### src/rtl/led_ctrl_pkg.sv
// Shared types for the LED PWM controller: LED mode encoding and command word layout.
package led_ctrl_pkg;

  localparam int NUM_LEDS = 4;
  localparam int LVL_W    = 4;

  localparam int CMD_W    = 8;
  localparam int IDX_LSB  = 6;
  localparam int IDX_W    = 2;
  localparam int MODE_LSB = 4;
  localparam int MODE_W   = 2;
  localparam int LVL_LSB  = 0;

  typedef enum logic [MODE_W-1:0] {
    MODE_OFF   = 2'd0,
    MODE_ON    = 2'd1,
    MODE_PWM   = 2'd2,
    MODE_BLINK = 2'd3
  } led_mode_e;

  typedef struct packed {
    logic [IDX_W-1:0] idx;
    led_mode_e        mode;
    logic [LVL_W-1:0] level;
  } led_cmd_t;

endpackage

### src/rtl/led_tick_gen.sv
// Timebase for the LED controller: prescaler tick, 16-step PWM counter,
// frame-end strobe and the blink half-period phase.
module led_tick_gen
  import led_ctrl_pkg::*;
#(
  parameter int CLK_DIV      = 1000,
  parameter int BLINK_FRAMES = 32
) (
  input  logic             clk,
  input  logic             rst,
  output logic             tick,
  output logic             frame_end,
  output logic [LVL_W-1:0] pwm_cnt,
  output logic             blink_phase
);

  localparam int PW = (CLK_DIV > 1) ? $clog2(CLK_DIV) : 1;
  localparam int BW = (BLINK_FRAMES > 1) ? $clog2(BLINK_FRAMES) : 1;
  localparam logic [PW-1:0] PRESC_MAX = PW'(CLK_DIV - 1);
  localparam logic [BW-1:0] FRAME_MAX = BW'(BLINK_FRAMES - 1);

  logic [PW-1:0] presc;
  logic [BW-1:0] frame_cnt;

  assign tick      = (presc == PRESC_MAX);
  assign frame_end = tick && (pwm_cnt == '1);

  always_ff @(posedge clk or posedge rst) begin
    if (rst) begin
      presc       <= '0;
      pwm_cnt     <= '0;
      frame_cnt   <= '0;
      blink_phase <= 1'b0;
    end else begin
      presc <= tick ? '0 : presc + 1'b1;
      if (tick) pwm_cnt <= pwm_cnt + 1'b1;
      if (frame_end) begin
        if (frame_cnt == FRAME_MAX) begin
          frame_cnt   <= '0;
          blink_phase <= ~blink_phase;
        end else begin
          frame_cnt <= frame_cnt + 1'b1;
        end
      end
    end
  end

endmodule

### src/rtl/led_pwm_ctrl.sv
// Four-LED PWM/blink controller. One command slot is held pending and applied
// only at a PWM frame boundary so a running frame never glitches.
module led_pwm_ctrl
  import led_ctrl_pkg::*;
#(
  parameter int CLK_DIV      = 1000,
  parameter int BLINK_FRAMES = 32
) (
  input  logic                clk,
  input  logic                rst,
  input  logic                cmd_valid,
  input  logic [CMD_W-1:0]    cmd_data,
  output logic                cmd_ready,
  output logic [NUM_LEDS-1:0] led
);

  logic             tick;
  logic             frame_end;
  logic [LVL_W-1:0] pwm_cnt;
  logic             blink_phase;

  logic             pending;
  led_cmd_t         pend_cmd;
  led_mode_e        mode  [NUM_LEDS];
  logic [LVL_W-1:0] level [NUM_LEDS];
  logic [NUM_LEDS-1:0] lit;
  logic             accept;
  logic             apply;

  led_tick_gen #(
    .CLK_DIV      (CLK_DIV),
    .BLINK_FRAMES (BLINK_FRAMES)
  ) u_tick_gen (
    .clk         (clk),
    .rst         (rst),
    .tick        (tick),
    .frame_end   (frame_end),
    .pwm_cnt     (pwm_cnt),
    .blink_phase (blink_phase)
  );

  assign cmd_ready = !pending;
  assign accept    = cmd_valid && cmd_ready;
  // accept and apply are mutually exclusive: a command captured on a frame
  // boundary is not yet pending there, so it waits for the next boundary.
  assign apply     = pending && tick && frame_end;

  always_comb begin
    lit = '0;
    for (int i = 0; i < NUM_LEDS; i++) begin
      case (mode[i])
        MODE_OFF:   lit[i] = 1'b0;
        MODE_ON:    lit[i] = 1'b1;
        MODE_PWM:   lit[i] = (pwm_cnt < level[i]);
        MODE_BLINK: lit[i] = blink_phase && (pwm_cnt < level[i]);
        default:    lit[i] = 1'b0;
      endcase
    end
  end

  always_ff @(posedge clk or posedge rst) begin
    if (rst) begin
      pending  <= 1'b0;
      pend_cmd <= '0;
      led      <= '1;
      for (int i = 0; i < NUM_LEDS; i++) begin
        mode[i]  <= MODE_OFF;
        level[i] <= '0;
      end
    end else begin
      if (accept) begin
        pending        <= 1'b1;
        pend_cmd.idx   <= cmd_data[IDX_LSB +: IDX_W];
        pend_cmd.mode  <= led_mode_e'(cmd_data[MODE_LSB +: MODE_W]);
        pend_cmd.level <= cmd_data[LVL_LSB +: LVL_W];
      end else if (apply) begin
        pending              <= 1'b0;
        mode[pend_cmd.idx]   <= pend_cmd.mode;
        level[pend_cmd.idx]  <= pend_cmd.level;
      end
      led <= ~lit;
    end
  end

endmodule

### config.mk
export PLATFORM = sky130hd
export DESIGN_NAME = led_pwm_ctrl
export DESIGN_NICKNAME = d
export VERILOG_FILES = /design/src/rtl/led_ctrl_pkg.sv /design/src/rtl/led_tick_gen.sv /design/src/rtl/led_pwm_ctrl.sv
export SDC_FILE = /design/constraint.sdc
export NUM_CORES = 1
export LEC_CHECK = 0
export BUFFER_PORTS_ARGS = -buffer_cell sky130_fd_sc_hd__clkbuf_2
export CORE_AREA = 2 2 115 72
export CTS_CLUSTER_SIZE = 10
export DETAILED_ROUTE_END_ITERATION = 16
export DIE_AREA = 0 0 117 74
export GPL_ROUTABILITY_DRIVEN = 0
export PLACE_DENSITY = 0.62
export SYNTH_ARGS = -nofsm -noshare
export SYNTH_HDL_FRONTEND = slang
export SYNTH_SLANG_ARGS = --single-unit
export TNS_END_PERCENT = 20
### constraint.sdc
create_clock -name clk -period 1.8 [get_ports clk]
set_input_delay 0.36 -clock clk [delete_from_list [all_inputs] [get_ports clk]]
set_output_delay 0.36 -clock clk [all_outputs]
set_load 0.005 [all_outputs]
# After elaboration in Yosys (flattened, before gate mapping)
# Index checks and enable logic that the tools add are counted.
# totals
ff_bits,57
output_inout_bits,5
word_cells,76
# op_classes
addsub,3
n_lt_le_gt_ge,6
eq_ne,15
mux,14
bitwise_logic,4
reduce_logical,17
# ops
operator,count
$bwmux W16,1
$eq A2 B2 Y1 const B,8
$lt A4 B4 Y1,4
$pmux W1 S4,4
$add A10 B1 Y10 const B,1
$eq A10 B10 Y1 const B,1
$mux W10,1
$logic_and A1 B1 Y1,9
$bwmux W8,1
$demux W4 S2,1
$eq A2 B1 Y1 const B,4
$logic_not A2 Y1,4
$add A5 B1 Y5 const B,1
$eq A5 B5 Y1 const B,1
$mux W5,1
$add A4 B1 Y4 const B,1
$demux W2 S2,1
$eq A4 B4 Y1 const B,1
$mux W4,1
$not A4 Y4,1
$reduce_and A2 Y1,2
$ge A3 B3 Y1 const B,1
$lt A3 B1 Y1 const B,1
$not A2 Y3,1
other kinds (5),7

# Depth between registers and ports, before layout
# Gate-level depths: netlist (run 1).
# logic_depth
depth_word,6
mapped_depth,6
depth_no_buf,6

# Modules after synthesis
# Synthesis (run 1) repeated with hierarchy kept, for this count alone.
# unflattened
cells_unflattened,215
area_unflattened_um2,2710.1
# by_module_without_submodules
mod,instances,cells_each,area_each_um2,seq_area_each_um2
led_pwm_ctrl,1,127,1750.4,930.9
led_tick_gen,1,88,959.7,500.5

# Worst setup path before layout (run 1)
# No wires, ideal clock.
# synth_timing
kind,register to register
from,register u_tick_gen.presc[0]
to,register level[10] (netlist name)
setup_time_ns,0.125
arrival_time_ns,1.664
t_required_ns,1.675
setup_slack_ns,0.011
stages_incl_launch_ff,7
n_path_buf,1
path_cell_list,dfrtp_1 ha_1 and4b_1 and4_1 buf_4 nand4b_4 mux2_2
# synth_between
elab_chain_len,4
word_cells_on_any_way,5
# synth_rtl
item,line,rtl
from (decl),led_tick_gen.sv:22,logic [PW-1:0] presc;
from (signal assigned),led_tick_gen.sv:35,presc <= tick ? '0 : presc + 1'b1;
$eq A10 B10 Y1 (*),led_tick_gen.sv:25,assign tick = (presc == PRESC_MAX);
$logic_and A1 B1 Y1 (on tied branches),"led_pwm_ctrl.sv:46, led_tick_gen.sv:26",
$logic_and A1 B1 Y1 (*),led_pwm_ctrl.sv:46,assign apply = pending && tick && frame_end;
$reduce_and A2 Y1 (no line) (*),-,
"to (signal, indexed assignment)",led_pwm_ctrl.sv:79,level[pend_cmd.idx] <= pend_cmd.level;
to (decl),led_pwm_ctrl.sv:25,logic [LVL_W-1:0] level [NUM_LEDS];
# Every way passes the cells marked *; elsewhere a longest branch is shown, timed or not.
# A chain may end at the register's enable or synchronous reset.

# Final worst setup path (run 1)
# layout_timing
from,register u_tick_gen.presc[1]
to,register level[15] (netlist name)
# Same word-level chain as after synthesis.

==> tab_implementation.tex, run 1 <==
\begin{tabular}{lr}
\hline
Metric & Value \\
\hline
\multicolumn{2}{l}{\textbf{Run status}} \\
Status & completed \\
\multicolumn{2}{l}{\textbf{Setup path}} \\
R2r endpoint & level[15] \\
CP top delay family & simple AND/OR/NAND/NOR gates \\
Count of cells along the worst register-to-register path & 6 \\
Reg-to-Reg Start & u\_tick\_gen.presc[1] \\
Cell type of the slowest stage on the worst timing path & sky130\_fd\_sc\_hd\_\_dfrtp\_1 \\
Cells traversed along the worst timing path & ha\_1, and4b\_2, nand4\_4, nor4\_4, buf\_6, mux2\_2 \\
Critical path peak fanout & 6 \\
Crit path largest cell delay & 360 ps \\
Crit start category & flop \\
Buffers and inverters on the worst path & 1 \\
Flop-to-flop setup slack & 100 ps \\
End point of the critical path & level[15] \\
Number of gates on the worst path with buffers counted & 6 \\
Endpoint type of the worst setup path & flop \\
Critical path arrival & 1910 ps \\
Required time reported for the critical path endpoint & 2010 ps \\
Start point of the critical path & u\_tick\_gen.presc[1] \\
Kind of critical path & flop to flop \\
\multicolumn{2}{l}{\textbf{Detailed routing}} \\
Post-detailed-route DRC marker count & 0 \\
First drt pass iteration count & 4 \\
Wire per inst & 14.19 µm \\
Number of nets with antenna violations after detailed routing & 0 \\
Drt initial violations & 101 \\
Total length of routed wires & 5420 µm \\
Via count & 1797 \\
Vias per cell & 4.704 \\
\multicolumn{2}{l}{\textbf{Synthesis}} \\
Number of warnings reported in the yosys synthesis log & 0 \\
Post-synthesis cell type with the largest combined area & sky130\_fd\_sc\_hd\_\_dfrtp\_1 \\
Async set or reset register ratio after synthesis & 100.0\% \\
Count of flip-flops with a built-in enable after synthesis & 0 \\
Primary flip-flop cell chosen by synthesis mapping & sky130\_fd\_sc\_hd\_\_dfrtp\_1 \\
Unique masters post-synth & 36 \\
Post-synth design cell area & 2759 µm² \\
Ranking of synthesized cells by area & sky130\_fd\_sc\_hd\_\_dfrtp\_1 (48\%), sky130\_fd\_sc\_hd\_\_mux2\_2 (13\%), sky130\_fd\_sc\_hd\_\_ha\_1 (7.3\%), sky130\_fd\_sc\_hd\_\_dfstp\_2 (3.8\%), sky130\_fd\_sc\_hd\_\_nand2\_1 (2.3\%) \\
Nets in the synthesized netlist & 251 \\
Mapped Cells & 224 \\
Post-synthesis average cell area & 12.32 µm² \\
Post-synthesis sequential element count & 57 \\
Share of the synthesized area in the top cell type & 48.07\% \\
Portion of the post-synthesis area used by sequential elements & 51.88\% \\
\multicolumn{2}{l}{\textbf{Timing}} \\
Total Neg Setup Slack & 0 ps \\
Max-slew violation count & 0 \\
Clock tree skew after final layout & 6.828 ps \\
Final setup vio count & 0 \\
F\_max & 587.8 MHz \\
Setup repair after global routing missed its margin & no \\
Actual slew at the worst max-slew pin & 341.7 ps \\
Final critical path time including I/O delays and setup & 1701 ps \\
Final period utilization & 94.51\% \\
Max transition margin & 77.09\% \\
Final Hold Vio Count & 0 \\
\multicolumn{2}{l}{\textbf{Floorplanning}} \\
Number of primary I/O pins & 16 \\
Effective utilization at floorplan & 36.00\% \\
Width of the die & 117 µm \\
Standard-cell rows & 25 \\
Core area & 7664 µm² \\
Floorplan die area & 8658 µm² \\
Die boundary height & 74 µm \\
\multicolumn{2}{l}{\textbf{Clocking}} \\
Clock tree from TritonCTS & built \\
Setup bufs post-CTS & 0 \\
Clk pin slew, worst setup/hold paths & 50 ps \\
Total CTS buffers & 9 \\
Count of H-tree levels built during CTS & 3 \\
Maximum clock insertion buffer count & 2 \\
\# hold bufs at CTS & 0 \\
Root buf cell & sky130\_fd\_sc\_hd\_\_clkbuf\_16 \\
Clock latency of the later-clocked register in the worst-skew pair & 330 ps \\
Sinks on the clock net & 57 \\
\multicolumn{2}{l}{\textbf{Global routing}} \\
Number of global-route vias before repair & 1650 \\
Aggregate global-route resource usage & 14.55\% \\
GRT Residual Overflow & 0 \\
Global-route wire length before repair & 8901 µm \\
Maximum number of pins on one net before global-route repair & 58 \\
Initial antenna violation count & 0 \\
\multicolumn{2}{l}{\textbf{Cells and area}} \\
Count of placed standard cells in the final layout, fillers left out & 382 \\
Most common cell after layout, fill and taps aside & sky130\_fd\_sc\_hd\_\_dfrtp\_1 \\
Antenna Cells & 0 \\
Filler Cells Inserted & 713 \\
Most frequent cells in the layout & sky130\_fd\_sc\_hd\_\_dfrtp\_1 (53), sky130\_fd\_sc\_hd\_\_mux2\_2 (33), sky130\_fd\_sc\_hd\_\_buf\_4 (19) \\
P\&R area growth vs syn & 25.31\% \\
Fin nets & 296 \\
Share of post-route cells with drive strength above 1 & 36.13\% \\
\multicolumn{2}{l}{\textbf{Placement}} \\
Number of cells after detailed placement & 366 \\
Count of port buffers added during placement & 15 \\
HPWL after DPL & 3895 µm \\
\multicolumn{2}{l}{\textbf{Power}} \\
Power Dens Cells & 999.3 nW/µm² \\
Maximum resistive drop on vdd & 0.4715 mV \\
Leakage Power & 1.688 nW \\
\multicolumn{2}{l}{\textbf{Job}} \\
MaxCap Viol Count & 0 \\
\multicolumn{2}{l}{\textbf{Min path}} \\
Hold Path Class & input port to asynchronous set/reset pin \\
\hline
\end{tabular}
==> per-layer routing <==
| layer | vias up | track usage, % | part of all wire, % |
|---|---|---|---|
| met3 | 2 | 7.824 | 4.9 |
| li1 | 892 | - | - |
| met5 | - | 0 | 0 |
| met1 | 875 | 22.31 | 58 |
| met2 | 28 | 17.15 | 37 |
| met4 | 0 | 3.922 | 0.26 |
==> worst reg2reg max path, stage by stage, from the launching register on <==
cell and delay [ps]:
sky130_fd_sc_hd__dfrtp_1 360, sky130_fd_sc_hd__ha_1 160, sky130_fd_sc_hd__and4b_2 260, sky130_fd_sc_hd__nand4_4 130
sky130_fd_sc_hd__nor4_4 160, sky130_fd_sc_hd__buf_6 170, sky130_fd_sc_hd__mux2_2 340
==> per-stage QoR <==
| step | cell area [µm²] | total power, mW | utilization, % | hold WS (ps) | setup slack, ps |
|---|---|---|---|---|---|
| 6_report | 3457 | 3.454 | 45.11 | 63.80 | 98.85 |
| 5_1_grt | 3457 | 3.601 | 45.11 | 90.33 | 13.66 |
| 4_1_cts | 3450 | 3.515 | 45.01 | 67.60 | 16.27 |
| 3_5_place_dp | 3128 | 1.667 | 40.82 | 431.6 | -41.33 |
| 3_3_place_gp | 3128 | 1.663 | 40.82 | 426.0 | 14.67 |
| 2_1_floorplan | 2759 | 1.574 | - | 445.3 | 11.33 |
==> report_power, final <==
| part | leakage [nW] | switching [mW] | internal (mW) |
|---|---|---|---|
| clock network | 0.155 | 0.607 | 1.21 |
| logic | 0.787 | 0.0561 | 0.0913 |
| registers | 0.746 | 0.137 | 1.35 |
| total | 1.69 | 0.800 | 2.65 |
==> area by class of cell <==
| type | instances | area [µm²] | share of cell area [%] |
|---|---|---|---|
| clock buffer | 9 | 225.2 | 6.515 |
| clock inverter | 7 | 95.09 | 2.751 |
| inverter | 15 | 56.30 | 1.629 |
| multi-input combinational | 150 | 1265 | 36.59 |
| sequential | 57 | 1431 | 41.40 |
| tap | 108 | 135.1 | 3.909 |
| timing repair buffer | 36 | 249.0 | 7.202 |
==> cells by family (layout without fill, tap and decap cells) <==
family	after synthesis	count (layout)	synth area share, %
AND/OR/NAND/NOR	62	62	15.24
flip-flops	57	57	51.88
multiplexers	33	33	13.47
AO/OA/AOI/OAI	30	30	6.848
buffers and inverters	17	67	2.449
adder cells (fa/ha/maj)	16	16	7.256
XOR/XNOR	9	9	2.857
==> cells in the mapped netlist (all sizes together) (2+ instances only) <==
library cell  instances
a21oi                 5
a21o                  8
and3                  5
nand4b                2
xnor2                 6
o21a                  4
inv                  15
dfstp                 4
nor3                  4
nor2b                 6
nand2b                4
xor2                  3
nand2                17
mux2                 33
nand4                 3
nand3                 6
nor2                  6
ha                   16
dfrtp                53
o21ai                10
==> flip-flops by register name (all words and copies together) (netlist names), 4 cells and up <==
register              flops
level                    16
u_tick_gen.presc         10
led                       4
u_tick_gen.pwm_cnt        4
mode                      8
u_tick_gen.frame_cnt      5
pend_cmd                  8
==> how the worst min path moves through the flow <==
| stage | start | end | slack (ps) | cells after the start |
|---|---|---|---|---|
| 3_5_place_dp | rst | u_tick_gen.frame_cnt[0] | 430 | 3 |
| 4_1_cts | rst | u_tick_gen.frame_cnt[0] | 70 | 3 |
| 6_report | rst | u_tick_gen.frame_cnt[0] | 60 | 3 |
| 2_1_floorplan | u_tick_gen.frame_cnt[4] | u_tick_gen.frame_cnt[4] | 450 | 2 |
| 3_3_place_gp | rst | pend_cmd[7] | 430 | 3 |
| 5_1_grt | rst | u_tick_gen.frame_cnt[0] | 90 | 3 |
==> timing repair <==
item                       in CTS  in global routing
cloned                          0                  0
gates resized for setup         1                  4
setup endpoints to repair      18                 24
pin swaps                       0                  1
(Power assumes the default switching activity.)
==> run 2: changes to the inputs <==
--- a/config.mk
+++ b/config.mk
@@ -6,12 +6,12 @@
 export NUM_CORES = 1
 export LEC_CHECK = 0
 export BUFFER_PORTS_ARGS = -buffer_cell sky130_fd_sc_hd__clkbuf_2
-export CORE_AREA = 2 2 115 72
+export CORE_AREA = 2 2 106 67
 export CTS_CLUSTER_SIZE = 10
 export DETAILED_ROUTE_END_ITERATION = 16
-export DIE_AREA = 0 0 117 74
+export DIE_AREA = 0 0 108 69
 export GPL_ROUTABILITY_DRIVEN = 0
-export PLACE_DENSITY = 0.62
+export PLACE_DENSITY = 0.7
 export SYNTH_ARGS = -nofsm -noshare
 export SYNTH_HDL_FRONTEND = slang
 export SYNTH_SLANG_ARGS = --single-unit
==> run 2 against run 1 <==
Non-clock buffer count stayed put. Sequential power about the same. Maximum frequency fell by 1.7%. Largest cell class unchanged. Highest routed layer unchanged. Power is 23% lower. Critical path depth is the same. First-iteration DRC count decreased by 15%. Routed wire length increased by 2.1%. Clock power decreased by 44%. Count of clock-buffer cells in the layout rose by 6. Clock skew grew 3.2 ps. Sequential share of layout area grew 1.9 points.
==> tab_implementation.tex, run 2 (synthesis results as in run 1) <==
\begin{tabular}{lr}
\hline
Metric & Value \\
\hline
\multicolumn{2}{l}{\textbf{Run status}} \\
Status & completed \\
\multicolumn{2}{l}{\textbf{Detailed routing}} \\
First drt pass iteration count & 4 \\
Via count & 1818 \\
Vias per cell & 5.036 \\
Total length of routed wires & 5534 µm \\
Post-detailed-route DRC marker count & 0 \\
Wire per inst & 15.33 µm \\
Drt initial violations & 86 \\
Number of nets with antenna violations after detailed routing & 0 \\
\multicolumn{2}{l}{\textbf{Cells and area}} \\
P\&R area growth vs syn & 19.68\% \\
Largest reg by FF count & level \\
Count of placed standard cells in the final layout, fillers left out & 361 \\
Most common cell after layout, fill and taps aside & sky130\_fd\_sc\_hd\_\_dfrtp\_1 \\
Antenna Cells & 0 \\
Flip-flop count of the largest register, all copies and words added & 16 \\
Post-route standard cell area excluding fillers & 3302 µm² \\
Fin nets & 296 \\
Regs by FF count & level: 16 flops, u\_tick\_gen.presc: 10 flops \\
Most frequent cells in the layout & sky130\_fd\_sc\_hd\_\_dfrtp\_1 (53), sky130\_fd\_sc\_hd\_\_mux2\_2 (27), sky130\_fd\_sc\_hd\_\_buf\_4 (19) \\
Share of post-route cells with drive strength above 1 & 34.31\% \\
\multicolumn{2}{l}{\textbf{Floorplanning}} \\
Number of primary I/O pins & 16 \\
Width of the die & 108 µm \\
Die boundary height & 69 µm \\
Floorplan die area & 7452 µm² \\
Standard-cell rows & 23 \\
Effective utilization at floorplan & 42.61\% \\
Core area & 6475 µm² \\
\multicolumn{2}{l}{\textbf{Power}} \\
Leakage Power & 1.636 nW \\
Maximum resistive drop on vdd & 0.3192 mV \\
Power consumption & 2.677 mW \\
Power Dens Cells & 810.7 nW/µm² \\
\multicolumn{2}{l}{\textbf{Global routing}} \\
Aggregate global-route resource usage & 16.78\% \\
GRT Residual Overflow & 0 \\
Global-route wire length before repair & 9328 µm \\
Number of global-route vias before repair & 1811 \\
Initial antenna violation count & 0 \\
Maximum number of pins on one net before global-route repair & 39 \\
\multicolumn{2}{l}{\textbf{Min path}} \\
Hold Path Class & input port to asynchronous set/reset pin \\
\multicolumn{2}{l}{\textbf{Clocking}} \\
Clk pin slew, worst setup/hold paths & 60 ps \\
Clock tree from TritonCTS & built \\
Sinks on the clock net & 57 \\
Total CTS buffers & 9 \\
Count of H-tree levels built during CTS & 3 \\
Maximum clock insertion buffer count & 2 \\
Root buf cell & sky130\_fd\_sc\_hd\_\_clkbuf\_8 \\
\# hold bufs at CTS & 0 \\
Clock latency of the later-clocked register in the worst-skew pair & 330 ps \\
\multicolumn{2}{l}{\textbf{Timing}} \\
Max transition margin & 69.74\% \\
Actual slew at the worst max-slew pin & 453.3 ps \\
Final Hold Vio Count & 0 \\
Total Neg Setup Slack & 0 ps \\
Setup repair after global routing missed its margin & yes \\
Clock tree skew after final layout & 10.01 ps \\
Final setup vio count & 0 \\
Final period utilization & 96.18\% \\
Final critical path time including I/O delays and setup & 1731 ps \\
Max-slew violation count & 0 \\
F\_max & 577.6 MHz \\
\multicolumn{2}{l}{\textbf{Setup path}} \\
R2r endpoint & u\_tick\_gen.frame\_cnt[3] \\
Reg-to-Reg Start & u\_tick\_gen.presc[1] \\
Flop-to-flop setup slack & 70 ps \\
Crit start category & flop \\
Count of cells along the worst register-to-register path & 6 \\
Kind of critical path & flop to flop \\
Endpoint type of the worst setup path & flop \\
Critical path peak fanout & 9 \\
Required time reported for the critical path endpoint & 2070 ps \\
Critical path arrival & 2000 ps \\
\multicolumn{2}{l}{\textbf{Placement}} \\
Count of port buffers added during placement & 15 \\
HPWL after DPL & 3993 µm \\
Cell area after placement & 3102 µm² \\
Number of cells after detailed placement & 345 \\
\multicolumn{2}{l}{\textbf{Job}} \\
MaxCap Viol Count & 0 \\
\hline
\end{tabular}
-- run 2: worst max path at each step --
stage	from	cells after the start	end	slack (ps)
4_1_cts	u_tick_gen.presc[1]	6	mode[7]	40
5_1_grt	u_tick_gen.presc[1]	6	u_tick_gen.frame_cnt[3]	-30
3_5_place_dp	u_tick_gen.presc[1]	5	level[5]	-90
6_report	u_tick_gen.presc[1]	6	u_tick_gen.frame_cnt[3]	70
2_1_floorplan	u_tick_gen.presc[0]	6	level[10]	10
3_3_place_gp	u_tick_gen.presc[1]	5	mode[3]	2
-- run 2: metal layers --
metal,global-route usage [%],wire length (µm),up-vias
met4,6.838,117,0
met1,24.76,2968,892
met5,0,0,-
met2,22.64,2263,29
li1,-,-,883
met3,5.109,185,14
-- run 2: area by class of cell --
type / count / area [µm²]
inverter: 15 / 56.30
clock inverter: 1 / 5.005
tap: 87 / 108.9
multi-input combinational: 150 / 1295
timing repair buffer: 36 / 249.0
fill: 573 / 3173
clock buffer: 15 / 156.4
sequential: 57 / 1431
-- run 2: through the flow --
step	hold slack, ps	util [%]	setup WS [ps]
2_1_floorplan	445.3	-	11.33
3_3_place_gp	371.7	47.90	2.132
3_5_place_dp	378.8	47.90	-90.83
4_1_cts	11.80	50.43	37.13
5_1_grt	42.07	51.00	-28.05
6_report	15.03	51.00	68.70
-- run 2: power by group --
| part | switching, mW | internal, mW | total [mW] |
|---|---|---|---|
| combinational | 0.0605 | 0.0929 | 0.153 |
| sequential | 0.151 | 1.35 | 1.50 |
| clock | 0.482 | 0.538 | 1.02 |
| total | 0.693 | 1.98 | 2.68 |
-- run 2: what timing repair did --
item / CTS / global route
gates resized for setup: 2 / 10
pin swaps: 0 / 1
buffers inserted: 0 / 0
endpoints found under the setup margin: 18 / 21
-- run 2: worst max-delay path: stages, from the launching register on --
cell	delay [ps]
sky130_fd_sc_hd__dfrtp_1	360
sky130_fd_sc_hd__ha_2	180
sky130_fd_sc_hd__and4b_2	260
sky130_fd_sc_hd__nand4_4	130
sky130_fd_sc_hd__buf_4	190
sky130_fd_sc_hd__or4_1	460
sky130_fd_sc_hd__nand3_1	90
